===== src/rtl/uart_txd.sv =====
// UART transmitter: 4-entry byte FIFO feeding an 8N1 / 8-parity-1 serializer.
// Bit timing is a divider tick at 8x baud; each bit spans 8 ticks.
//
// state   | meaning
// --------+--------------------------------------------------
// S_IDLE  | line high, waiting for a byte in the FIFO
// S_START | start bit (low) for one bit time
// S_DATA  | 8 data bits, LSB first
// S_PARITY| frame parity bit, settings latched at pop
// S_STOP  | stop bit (high); pops next byte at bit end if any
module uart_txd #(
   parameter logic [15:0] DIV = 16'h0032
) (
   input  logic       clk,
   input  logic       rst_n,
   input  logic [7:0] din,
   input  logic       wr_en,
   input  logic       parity_en,
   input  logic       parity_kind,
   output logic       txd,
   output logic       busy,
   output logic       full,
   output logic       empty,
   output logic [2:0] count
);

   typedef enum logic [2:0] {S_IDLE, S_START, S_DATA, S_PARITY, S_STOP} state_t;

   localparam logic [15:0] DIV_M1 = DIV - 16'd1;

   state_t      state_q, state_d;
   logic [7:0]  mem_q [4];
   logic [7:0]  mem_d [4];
   logic [1:0]  wptr_q, wptr_d, rptr_q, rptr_d;
   logic [2:0]  count_q, count_d;
   logic [15:0] div_q, div_d;
   logic [2:0]  sub_q, sub_d;
   logic [2:0]  bit_q, bit_d;
   logic [7:0]  shift_q, shift_d;
   logic        par_en_q, par_en_d;
   logic        par_bit_q, par_bit_d;
   logic        txd_q, txd_d;
   logic        busy_q, busy_d;

   logic wr_acc, pop, tick, bit_end;

   always_comb begin
      state_d   = state_q;
      mem_d     = mem_q;
      wptr_d    = wptr_q;
      rptr_d    = rptr_q;
      div_d     = div_q;
      sub_d     = sub_q;
      bit_d     = bit_q;
      shift_d   = shift_q;
      par_en_d  = par_en_q;
      par_bit_d = par_bit_q;
      pop       = 1'b0;

      wr_acc  = wr_en && (count_q != 3'd4);
      tick    = (state_q != S_IDLE) && (div_q == DIV_M1);
      bit_end = tick && (sub_q == 3'd7);

      if (state_q != S_IDLE) begin
         div_d = tick ? 16'd0 : div_q + 16'd1;
         if (tick) sub_d = sub_q + 3'd1;
      end

      case (state_q)
         S_IDLE:   if (count_q != 3'd0) pop = 1'b1;
         S_START:  if (bit_end) state_d = S_DATA;
         S_DATA: begin
            if (bit_end) begin
               shift_d = {1'b0, shift_q[7:1]};
               if (bit_q == 3'd7) begin
                  bit_d   = 3'd0;
                  state_d = par_en_q ? S_PARITY : S_STOP;
               end else begin
                  bit_d = bit_q + 3'd1;
               end
            end
         end
         S_PARITY: if (bit_end) state_d = S_STOP;
         S_STOP: begin
            if (bit_end) begin
               if (count_q != 3'd0) pop = 1'b1;
               else                 state_d = S_IDLE;
            end
         end
         default:  state_d = S_IDLE;
      endcase

      // Parity is computed once per frame from the popped byte and the kind at pop time.
      if (pop) begin
         shift_d   = mem_q[rptr_q];
         par_en_d  = parity_en;
         par_bit_d = parity_kind ^ (^mem_q[rptr_q]);
         div_d     = 16'd0;
         sub_d     = 3'd0;
         bit_d     = 3'd0;
         rptr_d    = rptr_q + 2'd1;
         state_d   = S_START;
      end

      if (wr_acc) begin
         mem_d[wptr_q] = din;
         wptr_d        = wptr_q + 2'd1;
      end

      count_d = count_q + {2'b00, wr_acc} - {2'b00, pop};

      case (state_d)
         S_START:  txd_d = 1'b0;
         S_DATA:   txd_d = shift_d[0];
         S_PARITY: txd_d = par_bit_q;
         default:  txd_d = 1'b1;
      endcase
      busy_d = (state_d != S_IDLE);
   end

   always_ff @(posedge clk or negedge rst_n) begin
      if (!rst_n) begin
         state_q   <= S_IDLE;
         for (int i = 0; i < 4; i++) mem_q[i] <= 8'h00;
         wptr_q    <= 2'd0;
         rptr_q    <= 2'd0;
         count_q   <= 3'd0;
         div_q     <= 16'd0;
         sub_q     <= 3'd0;
         bit_q     <= 3'd0;
         shift_q   <= 8'h00;
         par_en_q  <= 1'b0;
         par_bit_q <= 1'b0;
         txd_q     <= 1'b1;
         busy_q    <= 1'b0;
      end else begin
         state_q   <= state_d;
         mem_q     <= mem_d;
         wptr_q    <= wptr_d;
         rptr_q    <= rptr_d;
         count_q   <= count_d;
         div_q     <= div_d;
         sub_q     <= sub_d;
         bit_q     <= bit_d;
         shift_q   <= shift_d;
         par_en_q  <= par_en_d;
         par_bit_q <= par_bit_d;
         txd_q     <= txd_d;
         busy_q    <= busy_d;
      end
   end

   assign txd   = txd_q;
   assign busy  = busy_q;
   assign full  = (count_q == 3'd4);
   assign empty = (count_q == 3'd0);
   assign count = count_q;

endmodule

===== config.mk =====
export PLATFORM = sky130hd
export DESIGN_NAME = uart_txd
export DESIGN_NICKNAME = d
export VERILOG_FILES = /design/src/rtl/uart_txd.sv
export SDC_FILE = /design/constraint.sdc
export NUM_CORES = 1
export LEC_CHECK = 0
export CELL_PAD_IN_SITES_DETAIL_PLACEMENT = 2
export CELL_PAD_IN_SITES_GLOBAL_PLACEMENT = 2
export CORE_MARGIN = 5
export CORE_UTILIZATION = 44
export CTS_BUF_LIST = sky130_fd_sc_hd__clkbuf_16
export CTS_CLUSTER_DIAMETER = 60
export DETAILED_ROUTE_END_ITERATION = 10
export DONT_BUFFER_PORTS = 1
export PLACE_DENSITY = 0.89
export RECOVER_POWER = 50
export SLEW_MARGIN = 20
export SYNTH_ARGS = -nofsm -noshare
export SYNTH_HDL_FRONTEND = slang
export SYNTH_SLANG_ARGS = --single-unit

===== constraint.sdc =====
create_clock -name clk -period 3.1 [get_ports clk]
set_input_delay 0.62 -clock clk [delete_from_list [all_inputs] [get_ports clk]]
set_output_delay 0.62 -clock clk [all_outputs]
set_load 0.1 [all_outputs]

# Word level (Yosys, flattened, before mapping)
# Index checks and enable logic that the tools add are counted.
dict set report totals {
  out_inout_bits 7
  regBits 76
  in_bits 13
  word_cells 90
}
dict set report classes {
  n_addsub 7
  n_bitwise 3
  n_eq_ne 12
  n_mux 32
  order_cmp 3
  reduce_logical 16
}
# cell count
set ops {}
lappend ops {{$mux 16} 3}
lappend ops {{$mux 8} 6}
lappend ops {{$mux 3} 15}
lappend ops {{$bwmux 32} 1}
lappend ops {{$add 16x1->16 const B} 1}
lappend ops {{$bmux 8 s2} 1}
lappend ops {{$demux 8 s2} 1}
lappend ops {{$eq 16x6->1 const B} 1}
lappend ops {{$pmux 3 s5} 1}
lappend ops {{$eq 3x2->1 const B} 4}
lappend ops {{$eq 3x3->1 const B} 4}
lappend ops {{$reduce_bool 3->1} 3}
lappend ops {{$reduce_bool 2->1} 4}
lappend ops {{$reduce_xor 8->1} 1}
lappend ops {{$add 3x1->3 const B} 2}
lappend ops {{$eq 3x1->1 const B} 2}
lappend ops {{$ge 3x3->1 const B} 2}
lappend ops {{$logic_not 3->1} 2}
lappend ops {{$not 2->3} 2}
lappend ops {{$add 2x1->2 const B} 2}
lappend ops {{$logic_and 1x1->1} 4}
lappend ops {{$reduce_and 2->1} 2}
lappend ops {{$add 3x1->3} 1}
lappend ops {{$lt 3x1->1 const B} 1}
lappend ops {{other kinds (6)} 7}

# Longest topological paths before layout
# Gate-level depths: netlist (run 1).
dict set report depth {
  word_depth 8
  depth_mapped 13
  ltp_nobuf 12
}

# Worst setup path before layout (run 1)
# No wires, ideal clock.
dict set report synth_path {
  path_type {register -> register}
  start {register count_q[2] (netlist: count[2])}
  end {register count_q[2] (netlist: count[2])}
  path_stages_with_launch 10
  period_less_slack_ns 4.651
  setup_time_ns 0.124
  arrival_ns 4.527
  required_ns 2.976
  slack_ns -1.551
  n_path_buf 1
  cell_sequence {dfrtp_1 nor3b_1 nor2b_1 clkbuf_1 inv_1 ha_1 inv_1 ha_1 fa_1 xnor2_1}
}
dict set report synth_via {
  elab_chain_len 5
  elab_cells_between_ends 8
  classes_between {2 x add/sub; 1 x eq/ne; 3 x mux; 2 x reduce/logical}
}
# element line
set synth_rtl {}
lappend synth_rtl {{from (decl)} 35} ;# logic [2:0] count_q, count_d;
lappend synth_rtl {{from (signal assigned)} 141} ;# count_q <= count_d;
lappend synth_rtl {{branches (longest 4 deep; another with $add 3x1->3)} -}
lappend synth_rtl {{$sub 3x1->3 (*)} 110} ;# count_d = count_q + {2'b00, wr_acc} - {2'b00, pop};
lappend synth_rtl {{net count_d[2]} 35}
# Mark *: on every way through the listed nets, which the timed path passes.
# A chain may end at the register's enable or synchronous reset.

# Worst setup path after layout (run 1)
dict set report layout_path {
  start {register div_q[1]}
  end {register count_q[2] (netlist: count[2])}
}
dict set report layout_via {
  elab_chain_len 6
}
# element line
set layout_rtl {}
lappend layout_rtl {{from (decl)} 36} ;# logic [15:0] div_q, div_d;
lappend layout_rtl {{from (signal assigned)} 142} ;# div_q <= div_d;
lappend layout_rtl {{$eq 16x6->1} 61} ;# tick = (state_q != S_IDLE) && (div_q == DIV_M1);
lappend layout_rtl {{$logic_and 1x1->1} 61}
lappend layout_rtl {{$logic_and 1x1->1} 62} ;# bit_end = tick && (sub_q == 3'd7);
lappend layout_rtl {{$mux 1} 85} ;# if (bit_end) begin
lappend layout_rtl {{$pmux 1 s2} 69} ;# case (state_q)
lappend layout_rtl {{$sub 3x1->3} 110}
lappend layout_rtl {{net count_d[2]} 35}
# The timed path passes the listed nets, and every way through them passes these cells.

==> results of run 1 <==
path summary, 6_finish.rpt:
| check | from | endpoint | slack, ns | cells past startpoint |
|---|---|---|---|---|
| min in group clk | parity_en | par_en_q | 0.40 | 2 |
| hold / removal | rst_n | txd | 0.11 | 0 |
| hold reg to reg | mem_q[30] | mem_q[30] | 0.51 | 1 |
| setup / recovery | div_q[1] | count[2] | 0.27 | 12 |
| max in group asynchronous | rst_n | count[2] | 1.10 | 1 |
| setup reg to reg | div_q[1] | count[2] | 0.27 | 12 |
cells in the mapped netlist, drive strengths merged (3+ instances only):
cell type	number	share of area, %
inv	14	1.4
xnor2	16	4.1
ha	12	4.0
nor4b	3	0.86
or3	4	0.80
nand3	8	1.1
clkbuf	3	0.36
xor2	9	2.1
buf	6	1.2
o21ai	17	2.3
nand4	7	1.7
dfrtp	75	50
mux4	8	5.2
nand2	28	3.0
mux2	32	9.5
mux2i	12	3.2
a21oi	4	0.63
nor2	26	2.6
nor4	3	1.1
registers in the layout, summed over array words and instances, names as in the netlist:
register   count
div_q         16
mem_q         32
txd            1
par_en_q       1
sub_q          3
par_bit_q      1
shift_q        8
rptr_q         2
wptr_q         2
state_q        3
count          3
bit_q          3
busy           1
power groups by stage:
stage / registers [mW] / logic, mW / clock network (mW)
6_report: 1.41 / 1.18 / 1.01
4_1_cts: 1.41 / 1.23 / 1.03
2_1_floorplan: 1.51 / 0.781 / 0
3_5_place_dp: 1.41 / 1.18 / 0
3_3_place_gp: 1.36 / 1.09 / 0
5_1_grt: 1.43 / 1.27 / 1.09
routing by layer:
metal  vias to the layer above  GRT usage (%)
li1                       1103              -
met1                      1263           23.6
met2                        37           37.1
met3                        21           6.16
met4                         0           8.58
met5                         -              0
cells by family after synthesis:
| kind of cell | count (synthesis) |
|---|---|
| xor+xnor | 25 |
| fa+ha+maj | 13 |
| mux | 52 |
| compound gates | 25 |
| simple gates | 94 |
| flops | 76 |
| buf+inv | 23 |
cell type report:
class                           instances  area, sq um  area share (%)
Sequential cell                        76         1900            45.3
Clock buffer                            9          225            5.36
Clock inverter                          7         58.8            1.40
Timing Repair Buffer                   10         72.6            1.73
Inverter                               14         52.6            1.25
Tap cell                              105          131            3.13
Multi-Input combinational cell        209         1760            41.8
worst register-to-register path, stage by stage (launching register included):
cell and delay [ns]:
dfrtp_1 0.42, inv_1 0.11, ha_1 0.15, nor4b_2 0.28
nand4_1 0.27, nand2_1 0.18, nand3_1 0.23, inv_1 0.17
ha_1 0.14, inv_1 0.04, ha_1 0.19, fa_1 0.40
xnor2_1 0.14
through the flow:
stage	setup slack (ns)	instances	utilization (%)	power [mW]	hold slack, ns
2_1_floorplan	0.00817	308	-	2.29	0.324
3_3_place_gp	0.534	413	47.3	2.46	0.327
3_5_place_dp	0.329	413	47.3	2.59	0.327
4_1_cts	0.217	430	51.1	3.68	0.0967
5_1_grt	0.00636	430	50.7	3.80	0.0891
6_report	0.275	430	50.7	3.61	0.113
==> impl_metrics.toml, run 1 <==
[logic_synthesis]
synth_simple_gate_area_share_pct = 14.2
avgSynthCellArea_sq_um = 12.3
synthAdderAreaFrac_pct = 4.51
syn_inst = 308
synth_edf_count = 0
syn_area_sq_um = 3770
synthXorXnorAreaFrac_pct = 6.20
syn-num-nets = 334
ys_seq_area_share_pct = 50.4
async_reset_ff_share_pct = 100
yosys_register_bits = 76
synth_cell_types = 51
synth-main-ff-cell = "dfrtp_1"
synth-compound-area-share_pct = 3.78
synth_top_family_by_area = "multiplexers"
synthMuxAreaShare_pct = 17.9
yosys_warnings = 0

[worst_setup_path]
end_kind = "flop"
path_cells = "inv_1, ha_1, nor4b_2, nand4_1, nand2_1, nand3_1, inv_1, ha_1, inv_1, ha_1, fa_1, xnor2_1"
path_delay_family = "simple AND/OR/NAND/NOR gates"
slowest_stage = "dfrtp_1"
cp.buffers_inverters = 3
crit_type = "flop to flop"
slowest_delay_ns = 0.42
worstPathRequired_ns = 3.33
crit_fanout = 5
cp.arrival_ns = 3.05
crit_path_start_kind = "flop"

[hold_path]
hp-class = "primary input to async pin"

[global_route]
overflow = 0
track_usage_pct = 21.0
grt_pass1_vias = 2897
grt_max_degree = 76
grt_pass1_wl_um = 16200
antenna_found_initial = 0

[power]
seq_power_share_pct = 39.1
sw_frac_of_total_pct = 35.5
power.leakage_nw = 1.85
p_sw_mw = 1.28
peakVddDrop_mv = 0.491
power_density_nw_per_um2 = 858
p_clk_share_pct = 28.1
cell_internal_pwr_mw = 2.33
combPwrFrac_pct = 32.8

[final_layout]
fillers = 807
layout.nets = 346
final_area_sq_um = 4200
final_cell_mix = "dfrtp_1, mux2_2, nand2_1"
diodes = 0
drive_gt1_share_pct = 24.0
synthToLayoutAreaGrowth_pct = 11.4
final_common_cell = "dfrtp_1"

[detailed_routing]
wl_per_cell_um = 22.4
drt_iter0_markers = 40
wl_met3_um = 328
dr_wl_met2_um = 5200
drtPass1Iterations = 4
vias = 2424
drcViolationCount = 0
routed_via_density = 5.64
drt-total-wl_um = 9630
drt-met1-wl_um = 3800
final_antenna_net_count = 0
top_layer = "met4"

[sta]
fin_tns_setup_ns = 0
max_freq_mhz = 354
hold_violations = 0
relSlewSlack_pct = -23.9
setup_violations = 0
slew_viol_final = 76
rsz0062_at_grt = "no"
skew_ns = 0.00618
finalCriticalPeriod_ns = 2.83
min_period_over_period_pct = 91.1
worst_pin_slew_ns = 1.86

[floorplan]
rows = 33
die_area_sq_um = 10500
io_pins = 20
dieWidth_um = 103
start_util_pct = 45.5
die_y_um = 103
core_sq_um = 8300

[clock_network]
cts_made_buffers = 9
ctsResizeCount = 0
cts_sinks = 76
hold_buffers = 1
clk-insertion-delay-late_ns = 0.34
postCtsSetupBuffers = 0
clk_pin_slew_ns = 0.07
cts_tree = "built"
htreeDepth = 3
cts_root_buf = "clkbuf_16"
cts.path.max_buffers = 2

[placement]
dp_hpwl_um = 6500
io_buffer_count = 0
postPlaceCellArea_sq_um = 3930
gp_congestion = 0.795

[run_status]
status = "finished, violations left"
failed_checks = "max-capacitance violations, max-slew violations"

[job]
drv_cap = 1
Note: power is estimated with default switching activity, not from simulation.
==> run 2: changes to the inputs <==
CTS_CLUSTER_SIZE = 8   (was not set)
SLEW_MARGIN = 10   (was 20)
==> results of run 2 <==
No change in the layout: final DEF, timing and power equal those of run 1.
